## config.mk

```make
export PLATFORM = sky130hd
export DESIGN_NAME = pal_display_timing_flat
export DESIGN_NICKNAME = d
export VERILOG_FILES = /design/src/rtl/pal_display_timing_if.sv /design/src/rtl/pal_display_timing.sv /design/src/flat_wrapper.sv
export SDC_FILE = /design/constraint.sdc
export NUM_CORES = 1
export LEC_CHECK = 0
export ABC_AREA = 1
export CAP_MARGIN = 20
export CELL_PAD_IN_SITES_DETAIL_PLACEMENT = 1
export CELL_PAD_IN_SITES_GLOBAL_PLACEMENT = 1
export CORE_ASPECT_RATIO = 1.1
export CORE_MARGIN = 10
export CORE_UTILIZATION = 41
export DETAILED_ROUTE_END_ITERATION = 6
export DONT_BUFFER_PORTS = 1
export HOLD_SLACK_MARGIN = 0.1
export PLACE_DENSITY_LB_ADDON = 0.1
export RECOVER_POWER = 25
export SYNTH_ARGS = -nofsm -noshare
export SYNTH_HDL_FRONTEND = slang
export SYNTH_SLANG_ARGS = --single-unit
```

## constraint.sdc

```tcl
create_clock -name clk -period 1.26 [get_ports clk]
set_input_delay 0.378 -clock clk [delete_from_list [all_inputs] [get_ports clk]]
set_output_delay 0.378 -clock clk [all_outputs]
set_load 0.05 [all_outputs]
```

## src/rtl/pal_display_timing_if.sv

```systemverilog
// Read-side link between the PAL raster generator and the display buffer.
// Handshake: fetch_req is a one-clock pixel request with no backpressure. The buffer
// answers every request with exactly one dout/dout_valid beat a fixed 3 clk later.
// vsync_dis resets the buffer's read addresses; odd_even selects the field being read.
interface pal_display_timing_if;
  logic [7:0] dout;
  logic       dout_valid;
  logic       vsync_dis;
  logic       odd_even;
  logic       fetch_req;

  modport master (input dout, dout_valid, output vsync_dis, odd_even, fetch_req);
  modport slave  (output dout, dout_valid, input vsync_dis, odd_even, fetch_req);
endinterface

```

## src/rtl/pal_display_timing.sv

```systemverilog
// Interlaced PAL-D raster generator: fetches pixels from the display buffer and emits video
// with composite sync and blanking. Define PAL_TEST_PATTERN_EN to add a grey-bar test_mode input.
module pal_display_timing #(
  parameter int          H_TOTAL     = 864,
  parameter int          H_SYNC      = 64,
  parameter int          H_ACT_START = 132,
  parameter int          IW          = 640,
  parameter int          IH          = 512,
  parameter int          V_SYNC      = 3,
  parameter int          V_ACT_START = 23,
  parameter int          V_TOTAL     = 625,
  parameter logic [7:0]  BLANK_LVL   = 8'd16,
  parameter int          PIPE_DLY    = 4
) (
  input  logic                  clk,
  input  logic                  rst_n,
  input  logic                  en,
`ifdef PAL_TEST_PATTERN_EN
  input  logic                  test_mode,
`endif
  pal_display_timing_if.master  buf_if,
  output logic [7:0]            pix_out,
  output logic                  sync_n,
  output logic                  blank_n
);

  localparam int F0_LINES = (V_TOTAL + 1) / 2;
  localparam int F1_LINES = V_TOTAL / 2;
  localparam int HW       = $clog2(H_TOTAL);
  localparam int VW       = $clog2(F0_LINES);

  localparam logic [HW-1:0] H_LAST   = HW'(H_TOTAL - 1);
  localparam logic [HW-1:0] H_SYNC_L = HW'(H_SYNC);
  localparam logic [HW-1:0] H_ACT_LO = HW'(H_ACT_START);
  localparam logic [HW-1:0] H_ACT_HI = HW'(H_ACT_START + IW);
  localparam logic [VW-1:0] V_LAST0  = VW'(F0_LINES - 1);
  localparam logic [VW-1:0] V_LAST1  = VW'(F1_LINES - 1);
  localparam logic [VW-1:0] V_SYNC_L = VW'(V_SYNC);
  localparam logic [VW-1:0] V_ACT_LO = VW'(V_ACT_START);
  localparam logic [VW-1:0] V_ACT_HI = VW'(V_ACT_START + IH / 2);

  logic [HW-1:0]       h_cnt;
  logic [VW-1:0]       v_cnt;
  logic                field;
  logic [VW-1:0]       v_last;
  logic                h_act;
  logic                v_act;
  logic                act_raw;
  logic                vs_raw;
  logic                sync_raw;
  logic                sync_r;
  logic [PIPE_DLY-1:0] sync_pipe;
  logic [PIPE_DLY-1:0] blank_pipe;
  logic                valid_win;
  logic                align_err;

  always_comb begin
    v_last   = field ? V_LAST1 : V_LAST0;
    h_act    = (h_cnt >= H_ACT_LO) && (h_cnt < H_ACT_HI);
    v_act    = (v_cnt >= V_ACT_LO) && (v_cnt < V_ACT_HI);
    act_raw  = h_act && v_act;
    vs_raw   = (v_cnt < V_SYNC_L);
    sync_raw = (h_cnt < H_SYNC_L) || vs_raw;
  end

  // Field 0 carries the extra half-frame line (313 vs 312).
  always_ff @(posedge clk or negedge rst_n) begin
    if (!rst_n) begin
      h_cnt <= '0;
      v_cnt <= '0;
      field <= 1'b0;
    end else if (!en) begin
      h_cnt <= '0;
      v_cnt <= '0;
      field <= 1'b0;
    end else if (h_cnt == H_LAST) begin
      h_cnt <= '0;
      if (v_cnt == v_last) begin
        v_cnt <= '0;
        field <= ~field;
      end else begin
        v_cnt <= v_cnt + VW'(1);
      end
    end else begin
      h_cnt <= h_cnt + HW'(1);
    end
  end

  // While disabled the buffer is held in vsync so its read addresses stay at origin.
  always_ff @(posedge clk or negedge rst_n) begin
    if (!rst_n) begin
      buf_if.vsync_dis <= 1'b1;
      buf_if.odd_even  <= 1'b0;
      buf_if.fetch_req <= 1'b0;
      sync_r           <= 1'b0;
    end else if (!en) begin
      buf_if.vsync_dis <= 1'b1;
      buf_if.odd_even  <= 1'b0;
      buf_if.fetch_req <= 1'b0;
      sync_r           <= 1'b0;
    end else begin
      buf_if.vsync_dis <= vs_raw;
      buf_if.odd_even  <= field;
      buf_if.fetch_req <= act_raw;
      sync_r           <= sync_raw;
    end
  end

  always_ff @(posedge clk or negedge rst_n) begin
    if (!rst_n) begin
      sync_pipe  <= '0;
      blank_pipe <= '0;
    end else if (!en) begin
      sync_pipe  <= '0;
      blank_pipe <= '0;
    end else begin
      sync_pipe  <= {sync_pipe[PIPE_DLY-2:0], sync_r};
      blank_pipe <= {blank_pipe[PIPE_DLY-2:0], buf_if.fetch_req};
    end
  end

  assign sync_n    = ~sync_pipe[PIPE_DLY-1];
  assign blank_n   = blank_pipe[PIPE_DLY-1];
  // Stage that lines up with dout_valid; it becomes blank_n on the same edge pix_out loads.
  assign valid_win = blank_pipe[PIPE_DLY-2];

`ifdef PAL_TEST_PATTERN_EN
  localparam logic [HW-1:0] BAR_W = HW'(IW / 8);

  logic [2:0] bar_pipe [PIPE_DLY];
  logic [7:0] bar_lvl;

  always_ff @(posedge clk or negedge rst_n) begin
    if (!rst_n) begin
      for (int i = 0; i < PIPE_DLY; i++) bar_pipe[i] <= '0;
    end else begin
      bar_pipe[0] <= 3'((h_cnt - H_ACT_LO) / BAR_W);
      for (int i = 1; i < PIPE_DLY; i++) bar_pipe[i] <= bar_pipe[i-1];
    end
  end

  always_comb begin
    bar_lvl = 8'd16 + {bar_pipe[PIPE_DLY-1], 5'd0};
    if (bar_lvl > 8'd235) bar_lvl = 8'd235;
  end
`endif

  always_ff @(posedge clk or negedge rst_n) begin
    if (!rst_n) begin
      pix_out   <= BLANK_LVL;
      align_err <= 1'b0;
    end else begin
      pix_out <= BLANK_LVL;
      if (en && valid_win) begin
`ifdef PAL_TEST_PATTERN_EN
        if (test_mode) pix_out <= bar_lvl;
        else if (buf_if.dout_valid) pix_out <= buf_if.dout;
`else
        if (buf_if.dout_valid) pix_out <= buf_if.dout;
`endif
      end
      if (en && buf_if.dout_valid && !valid_win) align_err <= 1'b1;
    end
  end

  cover property (@(posedge clk) align_err);

endmodule
```

## src/flat_wrapper.sv

```systemverilog
// flat-port wrapper written by rule: the top's interface ports become plain ports
module pal_display_timing_flat 
#(
  parameter int          H_TOTAL     = 864,
  parameter int          H_SYNC      = 64,
  parameter int          H_ACT_START = 132,
  parameter int          IW          = 640,
  parameter int          IH          = 512,
  parameter int          V_SYNC      = 3,
  parameter int          V_ACT_START = 23,
  parameter int          V_TOTAL     = 625,
  parameter logic [7:0]  BLANK_LVL   = 8'd16,
  parameter int          PIPE_DLY    = 4
)
  (clk, rst_n, en, pix_out, sync_n, blank_n, buf_if_dout, buf_if_dout_valid, buf_if_vsync_dis, buf_if_odd_even, buf_if_fetch_req);
  pal_display_timing_if buf_if_i ();
  input  logic clk;
  input  logic rst_n;
  input  logic en;
  output logic [7:0] pix_out;
  output logic sync_n;
  output logic blank_n;
  input wire logic [$bits(buf_if_i.dout)-1:0] buf_if_dout;
  input wire logic [$bits(buf_if_i.dout_valid)-1:0] buf_if_dout_valid;
  output wire logic [$bits(buf_if_i.vsync_dis)-1:0] buf_if_vsync_dis;
  output wire logic [$bits(buf_if_i.odd_even)-1:0] buf_if_odd_even;
  output wire logic [$bits(buf_if_i.fetch_req)-1:0] buf_if_fetch_req;
  assign buf_if_i.dout = buf_if_dout;
  assign buf_if_i.dout_valid = buf_if_dout_valid;
  assign buf_if_vsync_dis = buf_if_i.vsync_dis;
  assign buf_if_odd_even = buf_if_i.odd_even;
  assign buf_if_fetch_req = buf_if_i.fetch_req;
  pal_display_timing #(.H_TOTAL(H_TOTAL), .H_SYNC(H_SYNC), .H_ACT_START(H_ACT_START), .IW(IW), .IH(IH), .V_SYNC(V_SYNC), .V_ACT_START(V_ACT_START), .V_TOTAL(V_TOTAL), .BLANK_LVL(BLANK_LVL), .PIPE_DLY(PIPE_DLY)) u_core (.clk(clk), .rst_n(rst_n), .en(en), .buf_if(buf_if_i), .pix_out(pix_out), .sync_n(sync_n), .blank_n(blank_n));
endmodule
```

==> results.sh <==
export IMPL_status="complete, but fails checks"
export IMPL_failed_checks="hold timing, setup timing"
export IMPL_globalRoute_totalOverflow=0
export IMPL_netlist_area_mm2=0.001899
export IMPL_comb_pwr_share_pct=8.9
export IMPL_yosys_warns=0
export IMPL_layout_min_cycle_time_ns=1.493
export IMPL_irDropWorstVdd_mv=1.033
export IMPL_final_setup_skew_ns=0.009804
export IMPL_row_count=25
export IMPL_num_nets_final=317
export IMPL_timing_critical_path_fanout_max=5
export IMPL_syn_avg_cell_area_um2=7.881
export IMPL_floorplan_core_area_mm2=0.004379
export IMPL_hold_viol_final=40
export IMPL_switching_share_of_power_pct=22.99
export IMPL_setup_violators_final=23
export IMPL_slew_viol_final=0
export IMPL_vert_die_dim_um=91.39
export IMPL_antenna_violations_before_repair=0
export IMPL_grt_first_pass_wirelength_mm=9.052
export IMPL_gp_routability_congestion=0.8210
export IMPL_die_width_um=84.90
export IMPL_cts_root_buf="sky130_fd_sc_hd__clkbuf_8"
export IMPL_clock_latency_reported_for_the_late_side_of_the_worst_skew_pair_ns=0.30
export IMPL_min_delay_path_class="input pin to asynchronous set/reset pin"
export IMPL_drt_iter0_drc=57
export IMPL_clock_power_share_pct=42.1
export IMPL_drt_total_wl_mm=5.857
export IMPL_main_area_contributors_after_synthesis="sky130_fd_sc_hd__dfrtp_1 50%, sky130_fd_sc_hd__nand2_1 13%, sky130_fd_sc_hd__nor2_1 7.7%, sky130_fd_sc_hd__inv_1 6.9%, sky130_fd_sc_hd__nand3_1 4.2%"
export IMPL_static_leakage_power_uw=0.001515
export IMPL_drv_max_cap_violation_count=0
export IMPL_num_vias=1785
export IMPL_cell_internal_pwr_uw=2148
export IMPL_antenna_diode_count=0
export IMPL_power_frac_seq_pct=49.0
export IMPL_synth_top_area_share_pct=50.07
export IMPL_port_buffer_count=0
export IMPL_max_slew_worst_pin_slew_ns=0.2624
export IMPL_crit_path_start_kind="flop"
export IMPL_multi_input_area_um2=864.6
export IMPL_floorplan_io_pins=25
export IMPL_detailedRoute_firstPassIterationCount=4
export IMPL_worst_endpoint_required_ns=1.50
export IMPL_grt_start_max_net_pins=41
export IMPL_netSwitchingPower_uw=641.3
export IMPL_floorplan_die_area_mm2=0.007758
export IMPL_power_density_mw_per_mm2=1022
export IMPL_netlist_instances=241
export IMPL_synth_seq_cells=40
export IMPL_seq_area_mm2=0.001006
export IMPL_criticalPathCategory="flop to flop"
export IMPL_clk_pin_slew_worst_paths_ns=0.08
export IMPL_drt_drc_violations_left=0
export IMPL_cts_tree="done"
export IMPL_post_route_cells_drive_above_1_share_pct=36.96
export IMPL_fin_hold_ws_ns=-0.2394
export IMPL_cp_endpoint_kind="flop"
export IMPL_synth_yosys_seq_area_share_pct=52.83
export IMPL_tritoncts_buffers=5
export IMPL_grt_pass1_vias=1934
export IMPL_tritoncts_num_sinks=40
export IMPL_routed_via_density=5.000
export IMPL_ys_types=26
export IMPL_synth_fp_nets=256
export IMPL_final_antenna_net_count=0
export IMPL_worst_slack_ns=-0.2329
export IMPL_timing_max_slew_rel_slack_pct=82.54
export IMPL_synth_top_cell_by_area="sky130_fd_sc_hd__dfrtp_1"
export IMPL_finalCritPeriodShare_pct=118.5
export IMPL_dp_final_hpwl_mm=3.690
export IMPL_ctsLongestPathBuffers=2
export IMPL_setup_reg_to_reg_worst_slack_ns=-0.23
export IMPL_grt_setup_unrepaired="yes"
export IMPL_h_tree_depth=2
export IMPL_area_delta_synth_final_pct=43.74
export IMPL_floorplan_initialDensity_pct=43.37
export IMPL_fmax_mhz=669.8
export IMPL_num_fill_cells=538
export IMPL_finalPower_uw=2789
export IMPL_grt_util_all_layers_pct=14.11
export IMPL_worst_endpoint_arrival_ns=1.73
export IMPL_routed_wire_length_per_instance_um=16.41
[through the flow]
step           setup slack (ns)  cells  cell area [µm²]  setup TNS [ns]  utilization (%)
2_1_floorplan          -0.03554    241             1902         -0.2398                -
3_3_place_gp           -0.06550    333             2273         -0.5353            51.91
3_5_place_dp            -0.1486    333             2273          -1.440            51.91
4_1_cts                 -0.1495    350             2530          -1.553            57.77
5_1_grt                 -0.3150    357             2730          -4.988            62.34
6_report                -0.2329    357             2730          -3.300            62.34
[state kept, by name (all words and copies together) (netlist names)]
signal	count
u_core.blank_pipe	4
u_core.buf_if.fetch_req	1
u_core.buf_if.odd_even	1
u_core.buf_if.vsync_dis	1
u_core.field	1
u_core.h_cnt	10
u_core.pix_out	8
u_core.sync_pipe	4
u_core.sync_r	1
u_core.v_cnt	9
[power by group through the flow]
stage / logic [µW] / clock network [µW] / registers (µW)
after floorplan: 98.6 / 0 / 1390
after global placement: 166 / 0 / 1390
after detailed placement: 171 / 0 / 1390
after CTS: 221 / 1180 / 1360
after global routing: 270 / 1250 / 1370
final: 248 / 1170 / 1370
[logic make-up (layout without fill, tap and decap cells)]
kind of cell / after synthesis / after routing / synth area share [%]
AOI/OAI and AO/OA: 11 / 11 / 3.096
xor gates and xnor gates: 1 / 1 / 0.4612
adders and majority gates: 3 / 3 / 1.976
buffers and inverters: 41 / 103 / 8.761
DFF: 40 / 40 / 52.83
and+or+nand+nor: 145 / 145 / 32.87
[synth_stat cells]
cell                       number
sky130_fd_sc_hd__nand2_1       68
sky130_fd_sc_hd__nor2_1        39
sky130_fd_sc_hd__dfrtp_1       38
sky130_fd_sc_hd__inv_1         35
sky130_fd_sc_hd__nand3_1       16
sky130_fd_sc_hd__nand4_1        7
sky130_fd_sc_hd__nor3_1         6
sky130_fd_sc_hd__a21oi_1        4
sky130_fd_sc_hd__nand2_2        4
sky130_fd_sc_hd__o21ai_0        4
sky130_fd_sc_hd__ha_1           3
sky130_fd_sc_hd__dfstp_2        2
sky130_fd_sc_hd__nand3b_1       2
sky130_fd_sc_hd__a31oi_1        1
sky130_fd_sc_hd__buf_1          1
sky130_fd_sc_hd__buf_2          1
sky130_fd_sc_hd__buf_4          1
sky130_fd_sc_hd__buf_6          1
sky130_fd_sc_hd__clkbuf_1       1
sky130_fd_sc_hd__inv_2          1
sky130_fd_sc_hd__nand3_2        1
sky130_fd_sc_hd__nor2_4         1
sky130_fd_sc_hd__nor3b_1        1
sky130_fd_sc_hd__o21ai_1        1
sky130_fd_sc_hd__o21bai_1       1
sky130_fd_sc_hd__xor2_1         1
[worst max-delay path, stage by stage (launching register included)]
cell and delay, ns:
sky130_fd_sc_hd__dfrtp_1 0.37, sky130_fd_sc_hd__ha_2 0.22, sky130_fd_sc_hd__nand2_4 0.07, sky130_fd_sc_hd__nor2_4 0.12, sky130_fd_sc_hd__nand3_2 0.12, sky130_fd_sc_hd__nand2_4 0.14
sky130_fd_sc_hd__buf_12 0.13, sky130_fd_sc_hd__nand2_1 0.05, sky130_fd_sc_hd__nand2_1 0.06, sky130_fd_sc_hd__nand2_1 0.06, sky130_fd_sc_hd__nor2_1 0.09
[area by class of cell]
type / count / share of cell area [%]
flip-flops and latches: 40 / 36.85
multi-input cells: 160 / 31.67
repair buffers: 59 / 19.25
well taps: 54 / 2.475
clock inverters: 1 / 1.100
clock buffers: 7 / 3.529
inverters: 36 / 5.133
[worst paths after layout]
| check | startpoint | endpoint | depth (start not counted) |
|---|---|---|---|
| max in group asynchronous | rst_n | u_core.pix_out[4]$_DFF_PN1_ | 0 |
| worst min-delay path | rst_n | u_core.v_cnt[5]$_DFFE_PN0P_ | 0 |
| min in group clk | en | u_core.buf_if.vsync_dis$_DFF_PN1_ | 1 |
| worst max register to register | u_core.h_cnt[1]$_DFF_PN0_ | u_core.v_cnt[3]$_DFFE_PN0P_ | 10 |
| worst max-delay path | u_core.h_cnt[1]$_DFF_PN0_ | u_core.v_cnt[3]$_DFFE_PN0P_ | 10 |
| worst min register to register | u_core.sync_pipe[1]$_DFF_PN0_ | u_core.sync_pipe[2]$_DFF_PN0_ | 2 |
[metal layers]
layer / GRT usage, % / part of all wire, % / vias to the layer above
met1: 15.30 / 40 / 883
met5: 0 / 0 / -
met3: 4.468 / 4.7 / 9
li1: - / - / 866
met2: 25.06 / 54 / 27
met4: 4.945 / 1.6 / 0
[timing repair]
| action | CTS | global route |
|---|---|---|
| buffers inserted | 9 | 8 |
| resized for setup | 21 | 40 |
| pin swaps | 5 | 22 |
| hold endpoints to repair | 40 | 40 |
| cloned | 0 | 1 |
| endpoints found under the setup margin | 23 | 30 |
[cell usage in the layout, fill, tap and decap left out, types with 3 or more instances in the layout]
cell type,instances
sky130_fd_sc_hd__inv_2,5
sky130_fd_sc_hd__nand3_1,14
sky130_fd_sc_hd__nand2_1,56
sky130_fd_sc_hd__nand2_2,10
sky130_fd_sc_hd__inv_1,30
sky130_fd_sc_hd__nor2_1,33
sky130_fd_sc_hd__clkbuf_8,7
sky130_fd_sc_hd__a21oi_1,3
sky130_fd_sc_hd__nand3_2,3
sky130_fd_sc_hd__nor3_1,3
sky130_fd_sc_hd__buf_4,44
sky130_fd_sc_hd__nand4_1,7
sky130_fd_sc_hd__nand2_4,6
sky130_fd_sc_hd__dfrtp_1,36
sky130_fd_sc_hd__buf_6,12
sky130_fd_sc_hd__nor2_2,6
sky130_fd_sc_hd__o21ai_0,3
(Power assumes the default switching activity.)
